`config.mk`:
```
export PLATFORM = sky130hd
export DESIGN_NAME = uart_rx_os
export DESIGN_NICKNAME = d
export VERILOG_FILES = /design/src/rtl/uart_rx_os.sv
export SDC_FILE = /design/constraint.sdc
export NUM_CORES = 1
export LEC_CHECK = 0
export BUFFER_PORTS_ARGS = -buffer_cell sky130_fd_sc_hd__buf_2
export CORE_MARGIN = 2
export CORE_UTILIZATION = 57
export DETAILED_ROUTE_END_ITERATION = 12
export PLACE_DENSITY = 0.78
export SLEW_MARGIN = 20
export SYNTH_ARGS = -nofsm -noshare
export SYNTH_HDL_FRONTEND = slang
export SYNTH_SLANG_ARGS = --single-unit
```
`constraint.sdc`:
```
create_clock -name clk -period 2.3 [get_ports clk]
set_clock_uncertainty 0.1 [all_clocks]
set_input_delay 0.575 -clock clk [delete_from_list [all_inputs] [get_ports clk]]
set_output_delay 0.575 -clock clk [all_outputs]
set_load 0.01 [all_outputs]
```
`src/rtl/uart_rx_os.sv`:
```
// UART receiver driven by an oversampling tick.
// It synchronises the serial line, finds the start bit and samples each bit at mid-period.
// Each completed frame goes into a single-entry valid/ready holding register, along with its error flags.
// If the holding register is still full when a frame completes, that frame is dropped and overrun_err pulses.
module uart_rx_os #(
    parameter int DATA_BITS   = 8,
    parameter int OS_RATE     = 16,
    parameter int PARITY      = 0,
    parameter int STOP_BITS   = 1,
    parameter int SYNC_STAGES = 2
) (
    input  logic                 clk,
    input  logic                 rst_n,
    input  logic                 os_tick,
    input  logic                 uart_rx,
    output logic [DATA_BITS-1:0] rx_data,
    output logic                 rx_valid,
    input  logic                 rx_ready,
    output logic                 parity_err,
    output logic                 frame_err,
    output logic                 break_det,
    output logic                 overrun_err,
    output logic                 busy
);

    localparam int              TW        = $clog2(OS_RATE);
    localparam logic [TW-1:0]   TICK_MID  = TW'(OS_RATE / 2 - 1);
    localparam logic [TW-1:0]   TICK_LAST = TW'(OS_RATE - 1);
    localparam logic [3:0]      BIT_LAST  = 4'(DATA_BITS - 1);
    localparam logic            STOP_LAST = (STOP_BITS == 2);

    typedef enum logic [2:0] {
        S_IDLE,
        S_START,
        S_DATA,
        S_PARITY,
        S_STOP
    } state_t;

    state_t                 state_q, state_d;
    logic [SYNC_STAGES-1:0] sync_q, sync_d;
    logic [TW-1:0]          tick_q, tick_d;
    logic [3:0]             bit_q, bit_d;
    logic                   stop_q, stop_d;
    logic [DATA_BITS-1:0]   shift_q, shift_d;
    logic                   par_q, par_d;      // running XOR of data and parity samples
    logic                   fe_q, fe_d;        // some stop sample was low
    logic                   hi_q, hi_d;        // some sample of the frame was high
    logic [DATA_BITS-1:0]   data_q, data_d;
    logic                   valid_q, valid_d;
    logic                   perr_q, perr_d;
    logic                   ferr_q, ferr_d;
    logic                   brk_q, brk_d;
    logic                   ovr_q, ovr_d;
    logic                   busy_q, busy_d;
    logic                   rx_s;
    logic                   frame_done;
    logic                   perr_calc;

    assign rx_s = sync_q[SYNC_STAGES-1];

    // Next-state logic: the synchroniser, the frame FSM on each tick, and the holding register.
    always_comb begin
        sync_d     = {sync_q[SYNC_STAGES-2:0], uart_rx};
        state_d    = state_q;
        tick_d     = tick_q;
        bit_d      = bit_q;
        stop_d     = stop_q;
        shift_d    = shift_q;
        par_d      = par_q;
        fe_d       = fe_q;
        hi_d       = hi_q;
        frame_done = 1'b0;

        if (os_tick) begin
            case (state_q)
                S_IDLE: begin
                    if (!rx_s) begin
                        state_d = S_START;
                        tick_d  = '0;
                    end
                end
                S_START: begin
                    if (tick_q == TICK_MID) begin
                        if (rx_s) begin
                            state_d = S_IDLE;           // glitch / false start
                        end else begin
                            state_d = S_DATA;
                            tick_d  = '0;
                            bit_d   = '0;
                            shift_d = '0;
                            par_d   = 1'b0;
                            fe_d    = 1'b0;
                            hi_d    = 1'b0;
                        end
                    end else begin
                        tick_d = tick_q + TW'(1);
                    end
                end
                S_DATA: begin
                    if (tick_q == TICK_LAST) begin
                        tick_d  = '0;
                        // LSB arrives first, so shift in from the top
                        shift_d = {rx_s, shift_q[DATA_BITS-1:1]};
                        par_d   = par_q ^ rx_s;
                        hi_d    = hi_q | rx_s;
                        bit_d   = bit_q + 4'd1;
                        if (bit_q == BIT_LAST) begin
                            state_d = (PARITY != 0) ? S_PARITY : S_STOP;
                            stop_d  = 1'b0;
                        end
                    end else begin
                        tick_d = tick_q + TW'(1);
                    end
                end
                S_PARITY: begin
                    if (tick_q == TICK_LAST) begin
                        tick_d  = '0;
                        par_d   = par_q ^ rx_s;
                        hi_d    = hi_q | rx_s;
                        state_d = S_STOP;
                        stop_d  = 1'b0;
                    end else begin
                        tick_d = tick_q + TW'(1);
                    end
                end
                S_STOP: begin
                    if (tick_q == TICK_LAST) begin
                        tick_d = '0;
                        fe_d   = fe_q | ~rx_s;
                        hi_d   = hi_q | rx_s;
                        if (stop_q == STOP_LAST) begin
                            frame_done = 1'b1;
                            state_d    = S_IDLE;        // ready for a start bit right after mid-stop
                        end else begin
                            stop_d = 1'b1;
                        end
                    end else begin
                        tick_d = tick_q + TW'(1);
                    end
                end
                default: state_d = S_IDLE;
            endcase
        end

        if (PARITY == 1) begin
            perr_calc = ~par_d;
        end else if (PARITY == 2) begin
            perr_calc = par_d;
        end else begin
            perr_calc = 1'b0;
        end

        data_d  = data_q;
        perr_d  = perr_q;
        ferr_d  = ferr_q;
        brk_d   = brk_q;
        valid_d = valid_q && !rx_ready;
        ovr_d   = 1'b0;
        if (frame_done) begin
            if (!valid_q || rx_ready) begin
                data_d  = shift_d;
                valid_d = 1'b1;
                perr_d  = perr_calc;
                ferr_d  = fe_d;
                brk_d   = ~hi_d;
            end else begin
                ovr_d = 1'b1;                   // register still full: drop this frame
            end
        end

        busy_d = (state_d != S_IDLE);
    end

    // State and registered outputs, asynchronously cleared by rst_n.
    always_ff @(posedge clk or negedge rst_n) begin
        if (!rst_n) begin
            state_q <= S_IDLE;
            sync_q  <= '1;
            tick_q  <= '0;
            bit_q   <= '0;
            stop_q  <= 1'b0;
            shift_q <= '0;
            par_q   <= 1'b0;
            fe_q    <= 1'b0;
            hi_q    <= 1'b0;
            data_q  <= '0;
            valid_q <= 1'b0;
            perr_q  <= 1'b0;
            ferr_q  <= 1'b0;
            brk_q   <= 1'b0;
            ovr_q   <= 1'b0;
            busy_q  <= 1'b0;
        end else begin
            state_q <= state_d;
            sync_q  <= sync_d;
            tick_q  <= tick_d;
            bit_q   <= bit_d;
            stop_q  <= stop_d;
            shift_q <= shift_d;
            par_q   <= par_d;
            fe_q    <= fe_d;
            hi_q    <= hi_d;
            data_q  <= data_d;
            valid_q <= valid_d;
            perr_q  <= perr_d;
            ferr_q  <= ferr_d;
            brk_q   <= brk_d;
            ovr_q   <= ovr_d;
            busy_q  <= busy_d;
        end
    end

    assign rx_data     = data_q;
    assign rx_valid    = valid_q;
    assign parity_err  = perr_q;
    assign frame_err   = ferr_q;
    assign break_det   = brk_q;
    assign overrun_err = ovr_q;
    assign busy        = busy_q;

endmodule

```
; After elaboration in Yosys (flattened, before gate mapping)
; Index checks and enable logic that the tools add are counted.
[totals]
reg_bits = 37
inputBits = 5
output_inout_bits = 14
elab_cells = 94
[classes]
n_addsub = 2
eq_ne = 13
n_mux = 47
bitwise_logic = 4
reduce_logical = 14
[op_table]
columns = cell, count
row1 = $mux W8, 4
row2 = $mux W3, 8
row3 = $mux W4, 6
row4 = $mux W1, 21
row5 = $pmux W8 S2, 1
row6 = $pmux W3 S5, 1
row7 = $ne A2 B2 Y1 const B, 6
row8 = $pmux W4 S3, 1
row9 = $reduce_bool A3 Y1, 3
row10 = $add A4 B1 Y4 const B, 2
row11 = $eq A4 B3 Y1 const B, 2
row12 = $pmux W4 S2, 1
row13 = $eq A3 B2 Y1 const B, 2
row14 = $reduce_and A6 Y1, 1
row15 = $reduce_and A5 Y1, 1
row16 = $eq A4 B4 Y1 const B, 1
row17 = $pmux W1 S2, 2
row18 = $reduce_and A2 Y1, 2
row19 = $eq A3 B1 Y1 const B, 1
row20 = $eq A3 B3 Y1 const B, 1
row21 = $logic_not A3 Y1, 1
row22 = $pmux W1 S3, 1
row23 = $reduce_or A3 Y1, 1
row24 = $logic_not A1 Y1, 2
row25 = other kinds (6), 8

; Logic depth before layout (Yosys ltp)
; Gate-level depths: netlist of run 1.
[logic_depth]
word_depth = 6
depth_mapped = 7
mapped_depth_nobuf = 6

; Worst setup path before layout of run 1
; No wires, ideal clock.
[synth_timing]
kind = input-to-reg
startpoint = input os_tick
endpoint = register bit_q[0]
setup_time_ns = 0.125
t_arrival_ns = 1.615
required_ns = 2.075
path_slack_ns = 0.460
path_stages = 5
path_buffers = 1
path_cell_list = inv_1 > a2111oi_4 > nand2_2 > clkbuf_1 > mux2_2
[synth_via]
elab_chain_cells = 1
[synth_lines]
columns = element, line
row1 = "start, declared", 14  ; input logic os_tick,
row2 = $reduce_and A5 Y1 (no source line), --
row3 = "end signal, assigned", 198  ; bit_q <= bit_d;
row4 = "end, declared", 43  ; logic [3:0] bit_q, bit_d;
; No other way between the ends.
; A chain may end at the register's enable or synchronous reset.

; Worst setup path in the final report of run 1
[layout_timing]
startpoint = register state_q[1]
endpoint = register ferr_q, in the netlist frame_err
[layout_via]
word_cells_on_any_way = 7
cone_classes = eq/ne: 2 / mux: 4 / reduce/logical: 1
[layout_lines]
columns = element, line
row1 = "start, declared", 40  ; state_t state_q, state_d;
row2 = "start signal, assigned", 195  ; state_q <= state_d;
row3 = $eq A3 B3 Y1 or $eq A3 B1 Y1 (tied branches), 76  ; case (state_q)
row4 = $pmux W1 S2 *, 76
row5 = $mux W1 *, 75  ; if (os_tick) begin
row6 = named net fe_d, 47  ; logic fe_q, fe_d;
row7 = "end signal, assigned", 207  ; ferr_q <= ferr_d;
row8 = "end, declared", 52  ; logic ferr_q, ferr_d;
; The timed path passes the listed nets; every way through them passes the cells marked *.

==> results by group, run 1 <==
Synthesis
  – Post-Syn Area: 0.00169 mm²
  – Seq/Total Area, Yosys: 53.5%
  – Synth warn: 0
  – Synth async-reset ratio: 100%
  – Synth cell count leaders: nand2_1, dfrtp_1, o21ai_1, nor2_1, o21ai_0
  – Avg Cell Area, Syn: 10.2 µm²
  – Most used flip-flop cell after synthesis: dfrtp_1
  – Gate Count Post-Synth: between 150 and 200
  – #FFs+latches synth: 36
  – Share of the synthesized area in the top cell type: between 50% and 60%
  – Most common cell in the netlist: nand2_1
  – Syn Nets: 173
  – Post-synth EDFFs: 0
  – Cell taking the most area after synthesis: dfrtp_1
  – Post-synth cell types: 43
  – Main area contributors after synthesis: dfrtp_1, nand2_1, dfstp_2, o21ai_1, mux2_2

Floorplanning
  – Die Y: 58.4 µm
  – Die area: roughly 0.0034 mm²
  – Core area: 0.00278 mm²
  – I/O Pins: 19
  – # rows: 19
  – DIE WIDTH: a little under 60 µm
  – Initial Util: 60.7%

Power
  – Peak VDD IR: 603 µV
  – Switching share of power: a little under a third
  – Clock power share: between 20% and 30%
  – Power per cell area: 801 mW/mm²
  – Switching pwr: 0.468 mW
  – Sequential share of power: a little over half
  – Internal power: 1.01 mW
  – LEAKAGE: 0.909 nW
  – Total Power: around 1.5 mW
  – Comb pwr share: 22.8%

GRT
  – Overall Global Routing Usage: 20.2%
  – Global route hottest layer: met2
  – Initial antenna violation count: 0
  – First-pass GRT wire length: 5080 µm
  – Largest net degree at the start of global routing: 37
  – Met3 usage: 6.59%
  – Vias in the first global route: 1,178
  – Met2 Track Usage GR: 31.6%
  – Total gr overflow: 0
  – Met1 Usage GRT: about a quarter

Setup path
  – CP Max Fanout: 10
  – Critical path class: reg2reg
  – CP arrival: 2.10 ns
  – Worst path required time: 2.44 ns
  – CP Launch Type: flip-flop
  – Critical path endpoint: frame_err$_DFFE_PN0P_
  – RR Startpoint: state_q[1]$_DFF_PN0_
  – R2R Setup Slk: 0.34 ns
  – Worst Setup SP: state_q[1]$_DFF_PN0_
  – FF-to-FF path depth: 5
  – Element type at the critical path end: flip-flop
  – R2r endpoint: frame_err$_DFFE_PN0P_

Timing
  – Number of setup violations in the final report: 0
  – Crit share post-route: 85.1%
  – Relative slew slack: 50.4%
  – Final setup margin: 0.343 ns
  – Setup tns final: 0 ns
  – RSZ-0062 raised after global routing: no
  – F_max: about 510 MHz
  – Slew Limit Fails: 0
  – Final hold violation count: 0
  – Hold Slack: approximately 0.17 ns
  – Period minus WS final: 1.96 ns
  – Slew @ Worst Pin: 0.744 ns

CTS
  – H-tree Lvls: 2
  – Clock Tree Buf Depth: 2
  – Post_cts resized: 0
  – Root Buffer Master: clkbuf_4
  – Reg clk slew, reported paths: 0.11 ns
  – Skew-Pair Late Insertion Delay: 0.36 ns
  – Hold-fix buffers at CTS: 0
  – CTS Buf Count: 5
  – CTS sink count: 36
  – CTS tree: yes
  – Post-CTS Setup Inserts: 0

Finish
  – # fillers: 227
  – Area of the multi-input gates: 711 µm²
  – Final-stage net count: 192
  – Final core occ: 66.2%
  – Layout area overhead: 9.04%
  – Fraction of layout cells with a size suffix above 1: 23.7%
  – Cell area after layout: 0.00184 mm²
  – Register area: about 900 µm²
  – Post-Layout Cell Count: 217
  – # diodes: 0

Placement
  – DP Cell Count: 209
  – Hpwl dp: 2100 µm
  – Placer Congestion: ~0.82
  – Placed cell areas: 0.00178 mm²
  – Worst slack, placed: 0.243 ns
  – Port bufs: 17

Detailed routing
  – Routed wire length: 2880 µm
  – WL/cell: 13.2 µm
  – Detail Route Antenna Nets: 0
  – # DRC: 0
  – DR iter-0 viols: 26
  – Vias: 1,231
  – Vias/cell: 5.67
  – Drt first pass iters: 4

Outcome
  – Status: completed

Min path
  – Hold WC Path Type: in2async

Flow run
  – MaxCap Viol Count: 0
==> cell usage in the layout (no fill, tap or decap), drive strengths merged, types with 2 or more instances in the layout <==
cell,n
nand2,38
dfrtp,34
buf,20
o21ai,18
nor2,9
a21oi,7
clkbuf,7
nand3,6
mux2,6
inv,5
a31oi,3
or3b,2
a21o,2
nand2b,2
ha,2
dfstp,2
nor3,2
and2,2
nor3b,2
==> worst max-delay path, cell delays in order, from the launching register on <==
cell     delay (ns)
dfrtp_1        0.51
or3b_4         0.46
nor3_2         0.20
and2_2         0.24
nor2_1         0.08
mux2_2         0.26
==> registers in the layout, indices dropped and copies added (netlist names) <==
signal and count:
busy 1, hi_q 1, tick_q 4, break_det 1, shift_q 8, fe_q 1, sync_q 2, state_q 3
rx_data 8, frame_err 1, rx_valid 1, bit_q 4, overrun_err 1
==> routing by layer <==
metal  part of all wire [%]  vias up
li1                       -      612
met1                     47      593
met2                     47       18
met3                    3.9        8
met4                    1.8        0
met5                      0        -
==> worst min path at each step <==
| stage | start | cells past startpoint | endpoint |
|---|---|---|---|
| 3_3_place_gp | sync_q[0]$_DFF_PN1_ | 0 | sync_q[1]$_DFF_PN1_ |
| 2_1_floorplan | rst_n | 0 | bit_q[0]$_DFFE_PN0P_ |
| 6_report | rst_n | 1 | rx_data[1]$_DFFE_PN0P_ |
| 3_5_place_dp | sync_q[0]$_DFF_PN1_ | 0 | sync_q[1]$_DFF_PN1_ |
| 4_1_cts | rst_n | 1 | rx_data[2]$_DFFE_PN0P_ |
| 5_1_grt | uart_rx | 1 | sync_q[0]$_DFF_PN1_ |
==> power groups by stage <==
stage / combinational [mW] / clock, mW / sequential (mW)
6_report: 0.337 / 0.358 / 0.781
5_1_grt: 0.379 / 0.392 / 0.793
4_1_cts: 0.337 / 0.368 / 0.780
3_5_place_dp: 0.335 / 0 / 0.793
3_3_place_gp: 0.327 / 0 / 0.785
2_1_floorplan: 0.330 / 0 / 0.748
==> layout make-up <==
cell class / instances / share of cell area, %
sequential: 36 / 49.0
multi-input combinational: 117 / 38.6
timing repair buffer: 20 / 5.84
clock buffer: 7 / 2.99
tap: 31 / 2.11
inverter: 5 / 1.02
clock inverter: 1 / 0.408
==> logic make-up after synthesis <==
group / Yosys count / synth area share, %
buffers and inverters: 13 / 4.44
other: 1 / 0.222
AO/OA/AOI/OAI: 38 / 15.2
XOR/XNOR: 1 / 0.519
AND/OR/NAND/NOR: 69 / 20.7
flip-flops: 36 / 53.5
multiplexers: 6 / 4.00
adder cells (fa/ha/maj): 2 / 1.48
Note: power is estimated with default switching activity, not from simulation.
==> run 2: changes to the inputs <==
- MAX_ROUTING_LAYER: default -> met4
==> run 2 against run 1 <==
Worst hold slack improved by 0.0017 ns. Critical path depth did not move. Final cell count stayed put. Critical path type unchanged.
==> results by group, run 2 (synthesis results as in run 1) <==
Outcome
  – Status: completed

Timing
  – RSZ-0062 raised after global routing: no
  – Period minus WS final: 1.96 ns (+0.00545 ns)
  – Final hold violation count: 0 (unchanged)
  – Crit share post-route: 85.3% (+0.24 points)
  – Number of setup violations in the final report: 0 (unchanged)
  – Relative slew slack: 50.5% (+0.057 points)
  – Slew Limit Fails: 0 (unchanged)
  – Slew @ Worst Pin: 0.743 ns (-0.000848 ns)
  – F_max: 509 MHz (-0.28%)
  – Setup tns final: 0 ns (unchanged)

Placement
  – Hpwl dp: 2100 µm (unchanged)
  – Placer Congestion: 0.829 (+1.5%)
  – Port bufs: 17 (unchanged)
  – DP Cell Count: 209 (unchanged)

Setup path
  – RR Startpoint: state_q[1]$_DFF_PN0_
  – CP Max Fanout: 10 (unchanged)
  – R2R Setup Slk: 0.34 ns (about the same)
  – R2r endpoint: frame_err$_DFFE_PN0P_
  – CP Launch Type: flip-flop
  – Worst path required time: 2.44 ns (about the same)
  – Element type at the critical path end: flip-flop
  – Critical path endpoint: frame_err$_DFFE_PN0P_
  – Critical path class: reg2reg
  – Worst Setup SP: state_q[1]$_DFF_PN0_
  – CP arrival: 2.10 ns (about the same)
  – FF-to-FF path depth: 5 (unchanged)

Power
  – LEAKAGE: 0.909 nW (unchanged)
  – Comb pwr share: 22.8% (about the same)
  – Switching share of power: 31.6% (-0.060 points)
  – Peak VDD IR: 603 µV (about the same)
  – Power per cell area: 801 mW/mm² (about the same)
  – Internal power: 1.01 mW (about the same)
  – Clock power share: 24.2% (about the same)
  – Switching pwr: 0.466 mW (-0.28%)
  – Sequential share of power: 53.0% (about the same)

CTS
  – Hold-fix buffers at CTS: 0 (unchanged)
  – Reg clk slew, reported paths: 0.11 ns (about the same)
  – Root Buffer Master: clkbuf_4
  – Clock Tree Buf Depth: 2 (unchanged)
  – CTS sink count: 36 (unchanged)
  – Skew-Pair Late Insertion Delay: 0.35 ns (about the same)
  – CTS tree: yes
  – CTS Buf Count: 5 (unchanged)
  – H-tree Lvls: 2 (unchanged)
  – Post-CTS Setup Inserts: 0 (unchanged)
  – Post_cts resized: 0 (unchanged)

Detailed routing
  – Vias: 1,232 (+0.081%)
  – Detail Route Antenna Nets: 0 (unchanged)
  – DR iter-0 viols: 31 (+19%)
  – Vias/cell: 5.68 (about the same)
  – Drt first pass iters: 4 (unchanged)
  – # DRC: 0 (unchanged)
  – WL/cell: 13.3 µm (+0.21%)
  – Routed wire length: 2880 µm (+0.21%)

GRT
  – Largest net degree at the start of global routing: 37 (unchanged)
  – Vias in the first global route: 1,183 (+0.42%)
  – Total gr overflow: 0 (unchanged)
  – Overall Global Routing Usage: 20.7% (+0.57 points)
  – Initial antenna violation count: 0 (unchanged)
  – First-pass GRT wire length: 5060 µm (-0.28%)

Finish
  – Fraction of layout cells with a size suffix above 1: 23.7% (unchanged)
  – Most frequent cells in the layout: nand2_1, dfrtp_1, buf_2
  – Final core occ: 66.2% (unchanged)
  – Final-stage net count: 192 (unchanged)
  – Layout area overhead: 9.04% (unchanged)
  – # diodes: 0 (unchanged)
  – Most common cell after layout, fill and taps aside: nand2_1
  – Post-Layout Cell Count: 217 (unchanged)

Floorplanning
  – Die Y: 58.4 µm (unchanged)
  – Die area: 0.00341 mm² (unchanged)
  – # rows: 19 (unchanged)
  – I/O Pins: 19 (unchanged)
  – Initial Util: 60.7% (unchanged)
  – DIE WIDTH: 58.4 µm (unchanged)
  – Core area: 0.00278 mm² (unchanged)

Min path
  – Hold WC Path Type: in2async

Flow run
  – MaxCap Viol Count: 0 (unchanged)
run 2: cell type report:
class	instances	area [µm²]
Clock inverter	1	7.51
Inverter	5	18.8
Timing Repair Buffer	20	108
Clock buffer	7	55.1
Tap cell	31	38.8
Sequential cell	36	903
Fill cell	227	940
Multi-Input combinational cell	117	711
run 2: per-layer routing:
layer | wire length, µm | GRT usage, % | up-vias
met1 | 1350 | 24.7 | 593
li1 | - | - | 612
met2 | 1360 | 31.6 | 20
met3 | 112 | 6.59 | 7
met5 | 0 | - | -
met4 | 61 | 10.6 | 0
run 2: power groups by stage:
stage / registers (mW) / logic, mW / clock network (mW)
finish: 0.781 / 0.337 / 0.357
global route: 0.793 / 0.379 / 0.392
CTS: 0.780 / 0.337 / 0.368
detailed placement: 0.793 / 0.335 / 0
global placement: 0.785 / 0.327 / 0
floorplan: 0.748 / 0.330 / 0
run 2: worst min path at each step:
stage	startpoint	cells after the start	slack (ns)	endpoint
6_report	rst_n	1	0.17	rx_data[1]$_DFFE_PN0P_
5_1_grt	uart_rx	1	0.19	sync_q[0]$_DFF_PN1_
4_1_cts	rst_n	1	0.20	rx_data[2]$_DFFE_PN0P_
3_5_place_dp	sync_q[0]$_DFF_PN1_	0	0.25	sync_q[1]$_DFF_PN1_
3_3_place_gp	sync_q[0]$_DFF_PN1_	0	0.25	sync_q[1]$_DFF_PN1_
2_1_floorplan	rst_n	0	0.18	bit_q[0]$_DFFE_PN0P_
run 2: worst max-delay path, cell delays in order (launching register included):
cell and delay, ns:
dfrtp_1 0.51, or3b_4 0.46, nor3_2 0.20, and2_2 0.24
nor2_1 0.08, mux2_2 0.26
run 2: per-stage QoR:
step	area (µm²)	setup WS (ns)	hold WS (ns)	total power, mW
3_5_place_dp	1780	0.243	0.249	1.13
6_report	1840	0.337	0.170	1.47
2_1_floorplan	1690	0.460	0.179	1.08
5_1_grt	1840	0.192	0.189	1.56
3_3_place_gp	1780	0.283	0.248	1.11
4_1_cts	1840	0.365	0.197	1.48
